<file path="config.mk">
export PLATFORM = sky130hd
export DESIGN_NAME = bip_control_unit
export DESIGN_NICKNAME = d
export VERILOG_FILES = /design/src/rtl/bip_pkg.sv /design/src/rtl/bip_decoder.sv /design/src/rtl/bip_control_unit.sv
export SDC_FILE = /design/constraint.sdc
export NUM_CORES = 1
export LEC_CHECK = 0
export CELL_PAD_IN_SITES_DETAIL_PLACEMENT = 1
export CELL_PAD_IN_SITES_GLOBAL_PLACEMENT = 1
export CORE_UTILIZATION = 33
export DETAILED_ROUTE_END_ITERATION = 10
export PLACE_DENSITY_LB_ADDON = 0.3
export SYNTH_ARGS = -nofsm -noshare
export SYNTH_HDL_FRONTEND = slang
export SYNTH_SLANG_ARGS = --single-unit
</file>
<file path="constraint.sdc">
create_clock -name clk -period 1.6 [get_ports clk]
set_input_delay 0.24 -clock clk [delete_from_list [all_inputs] [get_ports clk]]
set_output_delay 0.24 -clock clk [all_outputs]
set_load 0.005 [all_outputs]
</file>
<file path="src/rtl/bip_pkg.sv">
// Shared definitions for the BIP control unit: widths, opcodes, FSM state
// encoding, accumulator mux codes and the decoded strobe bundle.
package bip_pkg;

    localparam int unsigned AB_DEF   = 11;
    localparam int unsigned OPW_DEF  = 5;
    localparam int unsigned IW_DEF   = OPW_DEF + AB_DEF;
    localparam int unsigned CNTW_DEF = 32;

    localparam logic [OPW_DEF-1:0] OP_HLT  = 5'b00000;
    localparam logic [OPW_DEF-1:0] OP_STO  = 5'b00001;
    localparam logic [OPW_DEF-1:0] OP_LD   = 5'b00010;
    localparam logic [OPW_DEF-1:0] OP_LDI  = 5'b00011;
    localparam logic [OPW_DEF-1:0] OP_ADD  = 5'b00100;
    localparam logic [OPW_DEF-1:0] OP_ADDI = 5'b00101;
    localparam logic [OPW_DEF-1:0] OP_SUB  = 5'b00110;
    localparam logic [OPW_DEF-1:0] OP_SUBI = 5'b00111;
    localparam logic [OPW_DEF-1:0] OP_JMP  = 5'b01000;

    localparam logic [1:0] SEL_A_RAM = 2'd0;
    localparam logic [1:0] SEL_A_IMM = 2'd1;
    localparam logic [1:0] SEL_A_ALU = 2'd2;

    typedef enum logic [2:0] {
        StIdle,
        StFetch,
        StExec,
        StJmp2,
        StHalt
    } state_t;

    // Per-opcode control bundle; halt/jmp steer the FSM, the rest are strobes.
    typedef struct packed {
        logic       pc_inc;
        logic       wr_pc;
        logic [1:0] sel_a;
        logic       sel_b;
        logic       op;
        logic       wr_acc;
        logic       wr_ram;
        logic       rd_ram;
        logic       halt;
        logic       jmp;
    } ctrl_t;

    localparam ctrl_t CTRL_IDLE = '0;

endpackage

</file>
<file path="src/rtl/bip_decoder.sv">
// Combinational opcode decoder: maps an opcode onto the control bundle.
// The caller gates the result with the EXEC state.
module bip_decoder
    import bip_pkg::*;
(
    input  logic [OPW_DEF-1:0] opcode,
    output ctrl_t              ctrl
);

    // Decode table; unlisted opcodes behave as NOP (pc_inc only).
    always_comb begin
        ctrl        = CTRL_IDLE;
        ctrl.pc_inc = 1'b1;
        case (opcode)
            OP_HLT: begin
                ctrl.pc_inc = 1'b0;
                ctrl.halt   = 1'b1;
            end
            OP_STO: begin
                ctrl.wr_ram = 1'b1;
            end
            OP_LD: begin
                ctrl.rd_ram = 1'b1;
                ctrl.sel_a  = SEL_A_RAM;
                ctrl.wr_acc = 1'b1;
            end
            OP_LDI: begin
                ctrl.sel_a  = SEL_A_IMM;
                ctrl.wr_acc = 1'b1;
            end
            OP_ADD, OP_SUB: begin
                ctrl.rd_ram = 1'b1;
                ctrl.sel_b  = 1'b0;
                ctrl.op     = (opcode == OP_SUB);
                ctrl.sel_a  = SEL_A_ALU;
                ctrl.wr_acc = 1'b1;
            end
            OP_ADDI, OP_SUBI: begin
                ctrl.sel_b  = 1'b1;
                ctrl.op     = (opcode == OP_SUBI);
                ctrl.sel_a  = SEL_A_ALU;
                ctrl.wr_acc = 1'b1;
            end
            OP_JMP: begin
                ctrl.pc_inc = 1'b0;
                ctrl.wr_pc  = 1'b1;
                ctrl.jmp    = 1'b1;
            end
            default: ;
        endcase
    end

endmodule

</file>
<file path="src/rtl/bip_control_unit.sv">
// BIP control unit: fetch/execute FSM (2 cycles per instruction, 3 for JMP)
// driving PC pacing and datapath strobes.
// Optional macro CU_CYCLE_CNT_EN adds the cycle_count output.
module bip_control_unit
    import bip_pkg::*;
#(
    parameter int unsigned AB   = AB_DEF,
    parameter int unsigned OPW  = OPW_DEF,
    parameter int unsigned IW   = OPW + AB,
    parameter int unsigned CNTW = CNTW_DEF
) (
    input  logic            clk,
    input  logic            reset,
    input  logic            start_bip,
    input  logic [IW-1:0]   instr,
    output logic            pc_inc,
    output logic            WrPC,
    output logic [AB-1:0]   address_bus,
    output logic [AB-1:0]   operand,
    output logic [1:0]      SelA,
    output logic            SelB,
    output logic            Op,
    output logic            WrAcc,
    output logic            WrRam,
    output logic            RdRam,
`ifdef CU_CYCLE_CNT_EN
    output logic [CNTW-1:0] cycle_count,
`endif
    output logic            halted
);

    state_t             state_q, state_d;
    logic [OPW_DEF-1:0] opcode_q;
    logic [AB-1:0]      operand_q;
    logic [AB-1:0]      addr_q;
    ctrl_t              dec;
    ctrl_t              ctrl;

    bip_decoder u_decoder (
        .opcode (opcode_q),
        .ctrl   (dec)
    );

    // State register plus IR/operand capture and jump-target hold.
    always_ff @(posedge clk) begin
        if (reset) begin
            state_q   <= StIdle;
            opcode_q  <= '0;
            operand_q <= '0;
            addr_q    <= '0;
        end else begin
            state_q <= state_d;
            if (state_q == StFetch) begin
                opcode_q  <= instr[IW-1:AB];
                operand_q <= instr[AB-1:0];
            end
            if (state_q == StExec && dec.jmp) begin
                addr_q <= operand_q;
            end
        end
    end

    // Next-state logic and strobe gating; strobes only leave EXEC/JMP2.
    always_comb begin
        state_d = state_q;
        ctrl    = CTRL_IDLE;
        unique case (state_q)
            StIdle: begin
                if (start_bip) state_d = StFetch;
            end
            StFetch: begin
                state_d = StExec;
            end
            StExec: begin
                ctrl = dec;
                if (dec.halt)     state_d = StHalt;
                else if (dec.jmp) state_d = StJmp2;
                else              state_d = StFetch;
            end
            StJmp2: begin
                // Second WrPC pulse: PC loads on alternate WrPC cycles.
                ctrl.wr_pc = 1'b1;
                state_d    = StFetch;
            end
            StHalt: begin
                state_d = StHalt;
            end
            default: begin
                state_d = StIdle;
            end
        endcase
    end

    // Output mapping; the jump target is forwarded in EXEC, then held.
    always_comb begin
        pc_inc      = ctrl.pc_inc;
        WrPC        = ctrl.wr_pc;
        SelA        = ctrl.sel_a;
        SelB        = ctrl.sel_b;
        Op          = ctrl.op;
        WrAcc       = ctrl.wr_acc;
        WrRam       = ctrl.wr_ram;
        RdRam       = ctrl.rd_ram;
        operand     = operand_q;
        address_bus = (state_q == StExec && dec.jmp) ? operand_q : addr_q;
        halted      = (state_q == StHalt);
    end

`ifdef CU_CYCLE_CNT_EN
    logic [CNTW-1:0] cnt_q;

    // Active-cycle counter; frozen in IDLE and HALT, wraps naturally.
    always_ff @(posedge clk) begin
        if (reset) begin
            cnt_q <= '0;
        end else if (state_q != StIdle && state_q != StHalt) begin
            cnt_q <= cnt_q + 1'b1;
        end
    end

    assign cycle_count = cnt_q;
`endif

endmodule

</file>
Word-level counts from Yosys, hierarchy flattened
Cells that the tools add are included.
{"block": "totals", "ff_bits": 30, "input_bits": 19, "output_inout_bits": 32, "word_cells": 42}
{"block": "op_classes", "eq_ne": 13, "muxes": 16, "reduce_logical": 9}
{"operator": "5-bit by 3-bit == test with 1-bit output, second input constant", "count": 4}
{"operator": "3-bit one-hot mux with 5 select lines", "count": 1}
{"operator": "11-bit two-way mux", "count": 1}
{"operator": "5-bit by 2-bit == test with 1-bit output, second input constant", "count": 2}
{"operator": "9-bit two-way mux", "count": 1}
{"operator": "2-bit one-hot mux with 2 select lines", "count": 2}
{"operator": "1-bit two-way mux", "count": 7}
{"operator": "3-bit by 2-bit == test with 1-bit output, second input constant", "count": 2}
{"operator": "3-bit two-way mux", "count": 2}
{"operator": "2-bit OR reduction", "count": 3}
{"operator": "6-bit OR reduction", "count": 1}
{"operator": "5-bit by 1-bit == test with 1-bit output, second input constant", "count": 1}
{"operator": "5-bit by 4-bit == test with 1-bit output, second input constant", "count": 1}
{"operator": "5-bit logical NOT", "count": 1}
{"operator": "4-bit OR reduction", "count": 1}
{"operator": "3-bit by 1-bit == test with 1-bit output, second input constant", "count": 1}
{"operator": "3-bit == test, second input constant", "count": 1}
{"operator": "3-bit logical NOT", "count": 1}
{"operator": "3-bit OR reduction", "count": 1}
{"operator": "2-bit two-way mux", "count": 1}
{"operator": "2-bit != test, second input constant", "count": 1}
{"operator": "1-bit one-hot mux with 2 select lines", "count": 1}
{"operator": "1-bit logical AND", "count": 1}

Depth between registers and ports, before layout
{"block": "logic_depth", "depth_word": 5, "depth_mapped": 6, "mapped_depth_nobuf": 3}

By module
Synthesis repeated with hierarchy kept, for this count alone.
{"block": "unflattened", "cells_unflattened": 150, "hier_area_um2": 1412.6}
{"mod": "bip_control_unit", "n_inst": 1, "cells_per_inst": 136, "area_each_um2": 1317.5, "seq_area_each_um2": 600.6}
{"mod": "bip_decoder", "n_inst": 1, "cells_per_inst": 14, "area_each_um2": 95.1, "seq_area_each_um2": 0.0}

Worst setup path before layout
OpenSTA, ideal clock, no wires.
{"block": "synth_timing", "kind": "reg2out", "start": "reg state_q[1]", "end": "out address_bus[0]", "arrival_ns": 1.189, "t_required_ns": 1.360, "setup_slack_ns": 0.171, "path_stages_with_launch": 6, "path_buffers": 2, "path_cell_list": "dfxtp_1 > buf_6 > nor2b_4 > nand4_1 > buf_6 > mux2_4"}
{"block": "synth_between", "elab_chain_cells": 3}
{"element": "from (decl)", "line_no": "bip_control_unit.sv:32", "source": "state_t state_q, state_d;"}
{"element": "from (signal assigned)", "line_no": "bip_control_unit.sv:47", "source": "state_q <= StIdle;"}
{"element": "from (signal assigned)", "line_no": "bip_control_unit.sv:52", "source": "state_q <= state_d;"}
{"element": "3-bit by 2-bit == test with 1-bit output", "line_no": "bip_control_unit.sv:105", "source": "address_bus = (state_q == StExec && dec.jmp) ? operand_q : addr_q;"}
{"element": "1-bit logical AND", "line_no": "bip_control_unit.sv:105"}
{"element": "11-bit two-way mux"}
{"element": "to (decl)", "line_no": "bip_control_unit.sv:18", "source": "output logic [AB-1:0] address_bus,"}
No other way between the ends.

Final worst setup path
{"block": "layout_timing", "start": "reg opcode_q[0]", "end": "out address_bus[8]"}
{"block": "layout_between", "elab_chain_cells": 4}
{"element": "from (decl)", "line_no": "bip_control_unit.sv:33", "source": "logic [OPW_DEF-1:0] opcode_q;"}
{"element": "from (signal assigned)", "line_no": "bip_control_unit.sv:54", "source": "opcode_q <= instr[IW-1:AB];"}
{"element": "5-bit by 4-bit == test with 1-bit output", "line_no": "bip_decoder.sv:14", "source": "case (opcode)"}
{"element": "1-bit two-way mux", "line_no": "bip_decoder.sv:14"}
{"element": "1-bit logical AND", "line_no": "bip_control_unit.sv:105"}
{"element": "11-bit two-way mux"}
No other way between the ends.

==> metrics list <==
* Result of the run: finished with violations
- Violations in the final reports: setup timing
- Cells after synthesis: 167
* Number of design rule violations left after detail routing: 0
- Final std cell area, no fill: 2550 um2
* Final net count: 270
- Wire length of the first global-routing pass: 8.40 mm
* H-Tree Level Count: 2
- For this block, the via count after detailed routing is 1488.
- Max Clk Rate: 0.500 GHz
* Unrepaired setup endpoints after global routing: yes
* Tot GR Track Use: 0.225
* Worst-path fanout max: 6
- Slowest cell delay on critical path: 0.36 ns
- Clock-pin slew was measured on the worst setup and hold paths at 0.07 ns.
- The clock arrives with 0.00847 ns of skew.
- Largest vdd supply drop: 0.000464 V
- At the later pin of the worst-skew pair, clock insertion delay measures 0.29 ns.
* Final design utilization: 0.581
- Worst rel slew slack: 0.797
- Weighted congestion reported at the end of routability-driven placement: 0.831
- Setup violations remaining at the end of the flow were counted as 19.
* Cell Rows: 24
- Subtracting the final worst setup slack from the clock period gives 2.00 ns.
- # fillers: 488
- In this run the cell area measured after placement is 2160 um2.
- The initial antenna violation count is 0.
- Critical Path, Cell by Cell: nor3_4 > nand4_1 > buf_6 > buf_6 > mux2_4 > buf_6
- Post-DP HPWL: 3.08 mm
- Syn Area/Cell: 9.09 um2
- Final routed wire length divided by cell count: 17.1 um
- Growth of design area from synthesis to finish: 67.8%
* Transition time at the pin with the least slew margin: 0.302 ns
* Hold violation total from the final report: 0
* Layout cell share with drive strength beyond 1: 0.385
- The mapped netlist covers 1520 um2.
* Routed Antenna Nets: 0
- Origin of the critical flop-to-flop path: opcode_q[0]
- CORE AREA: 4380 um2
- The detailed router finished its first iteration with 55 violations.
- Post-route clock period utilization: 1.25
* Clock tree root driver cell: clkbuf_8
- Max Root-Sink Buffers: 2
* Type of element capturing the critical path: output port
- Power per cell area: 791 nW/um2
- Critical path data arrival time: 1.76 ns
- For this run, the register share of the synthesized area comes to 0.396.
* Max-cap check violation count: 0
- The synthesized netlist contains 30 unique library cells.
- For this configuration, the core starts out at a cell density of 0.346.
- CP Class: flip-flop to output port
- On the critical path, the stage with the largest delay is an instance of dfxtp_4.
- Min-Delay Path Class: flip-flop to flip-flop
- At the worst endpoint, the required time is 1.36 ns.
* CP Launch Type: flip-flop
- Number of buffers created by CTS: 5
- For this design the static power due to leakage is 1.05 nW.
- For this design the top-level I/O count stands at 51.
* Beginning of the critical path: opcode_q[0]
- Max-slew violations: 0
* Cell family contributing the most delay on the critical path: buffers and inverters
- Post-detailed-route via-to-cell ratio: 4.89
- Syn_nets: 186
- Counting both buffers and inverters, the worst setup path holds a total of 3.
- The via count of the first global-routing pass is 1584.
- The most numerous cell type found on the critical path is buf_6.
- Summed over all layers, the global routing overflow is 0.
* Clk sinks: 30
- TritonCTS clock tree: built
- In this run the most critical hold path is launched from addr_q[6].
- Antenna cell count: 0
- Port Buffer Count: 50
- Die height: 69.8 um
* Yosys Warn Count: 0
- Worst setup slack before clock tree synthesis: -0.328 ns
- For this run, the detailed router's first-pass iteration total came to 4.
- Largest net degree at the start of global routing: 32
- The floorplan step defined a die boundary enclosing 4870 um2.
- Across all setup checks in the final design, the least slack found is -0.398 ns.
- From left edge to right edge, the die measures 69.8 um.
- Synthesis inferred 30 register bits.
* DRT Wirelength: 5.19 mm
-- synthesized netlist by cell type (all sizes together) --
cell type | number | area (um2)
a21oi | 17 | 85.1
a31oi | 1 | 6.26
a32o | 1 | 10.0
a41oi | 1 | 8.76
and2 | 1 | 6.26
and3 | 4 | 25.0
and4 | 1 | 8.76
and4b | 1 | 10.0
buf | 9 | 67.6
clkbuf | 3 | 11.3
dfxtp | 30 | 601
inv | 1 | 3.75
mux2 | 11 | 161
mux2i | 11 | 110
nand2 | 33 | 124
nand2b | 22 | 138
nand4 | 1 | 6.26
nor2 | 5 | 18.8
nor2b | 3 | 26.3
nor3 | 3 | 20.0
nor3b | 5 | 48.8
nor4 | 2 | 12.5
or3b | 1 | 8.76
-- repair_timing --
item / 4_1_cts / 5_1_grt
gates cloned: 1 / 0
setup endpoints to repair: 21 / 20
setup buffers: 19 / 3
gates resized for setup: 128 / 6
hold endpoints to repair: 0 / 0
hold buffers: 0 / 0
pin swaps: 6 / 5
-- final timing paths --
path	to	slack [ns]	depth (start not counted)
max reg2reg	addr_q[3]	0.12	6
min	addr_q[6]	0.48	2
min reg2reg	addr_q[6]	0.48	2
max	address_bus[8]	-0.40	6
-- metrics by stage --
| step | instances | hold slack [ns] | power (mW) | setup TNS [ns] |
|---|---|---|---|---|
| 5_1_grt | 304 | 0.501 | 2.11 | -6.59 |
| 3_3_place_gp | 274 | 0.457 | 1.15 | -4.01 |
| 3_5_place_dp | 274 | 0.468 | 1.17 | -5.13 |
| 2_1_floorplan | 167 | 0.366 | 0.989 | 0 |
| 4_1_cts | 302 | 0.480 | 2.01 | -5.13 |
| 6_report | 304 | 0.481 | 2.02 | -5.07 |
-- cell families after synthesis --
logic type,after synthesis,synth area share
AND/OR/NAND/NOR,82,0.298
flip-flops,30,0.396
multiplexers,22,0.179
AO/OA/AOI/OAI,20,0.0726
buffers and inverters,13,0.0544
-- layer usage --
| layer | up-vias | global-route usage | routed length (um) |
|---|---|---|---|
| met5 | - | 0 | 0 |
| li1 | 731 | - | - |
| met2 | 37 | 0.408 | 2740 |
| met3 | 9 | 0.0480 | 199 |
| met1 | 711 | 0.256 | 2160 |
| met4 | 0 | 0.0800 | 87 |
-- worst register-to-register path, stage by stage (launching register included) --
cell and delay [ns]:
dfxtp_4 0.36, nor3_4 0.19, buf_4 0.13, buf_4 0.10
and4_1 0.24, buf_12 0.16, mux2i_1 0.23
-- state kept, by name, summed over array words and instances, names as in the netlist --
signal    count
opcode_q      5
addr_q       11
operand      11
state_q       3
-- report_power, final --
part / internal, mW / leakage, nW / switching [mW]
logic: 0.243 / 0.749 / 0.183
registers: 0.782 / 0.248 / 0.0443
clock network: 0.458 / 0.0579 / 0.306
-- placed cells by master (no fill, tap or decap), drive strengths merged --
cell / count
nand2: 33
and4b: 1
nor4: 2
inv: 1
mux2: 11
bufinv: 1
clkbuf: 6
and3: 4
nor2: 5
mux2i: 11
clkinv: 2
or3b: 1
nand2b: 22
buf: 58
nand4: 1
nor3b: 5
and4: 1
a21oi: 17
nor2b: 3
a32o: 1
clkdlybuf4s50: 29
dlygate4sd2: 1
and2: 1
a31oi: 1
a41oi: 1
dfxtp: 30
nor3: 3
-- cell type report --
type                    count  area, um2  share of cell area
clock buffers               5       68.8              0.0270
inverters                   1       6.26             0.00246
well taps                  52       65.1              0.0255
repair buffers             89        846               0.332
clock inverters             3       40.0              0.0157
multi-input cells         124        902               0.354
flip-flops and latches     30        619               0.243
Note: power is estimated with default switching activity, not from simulation.
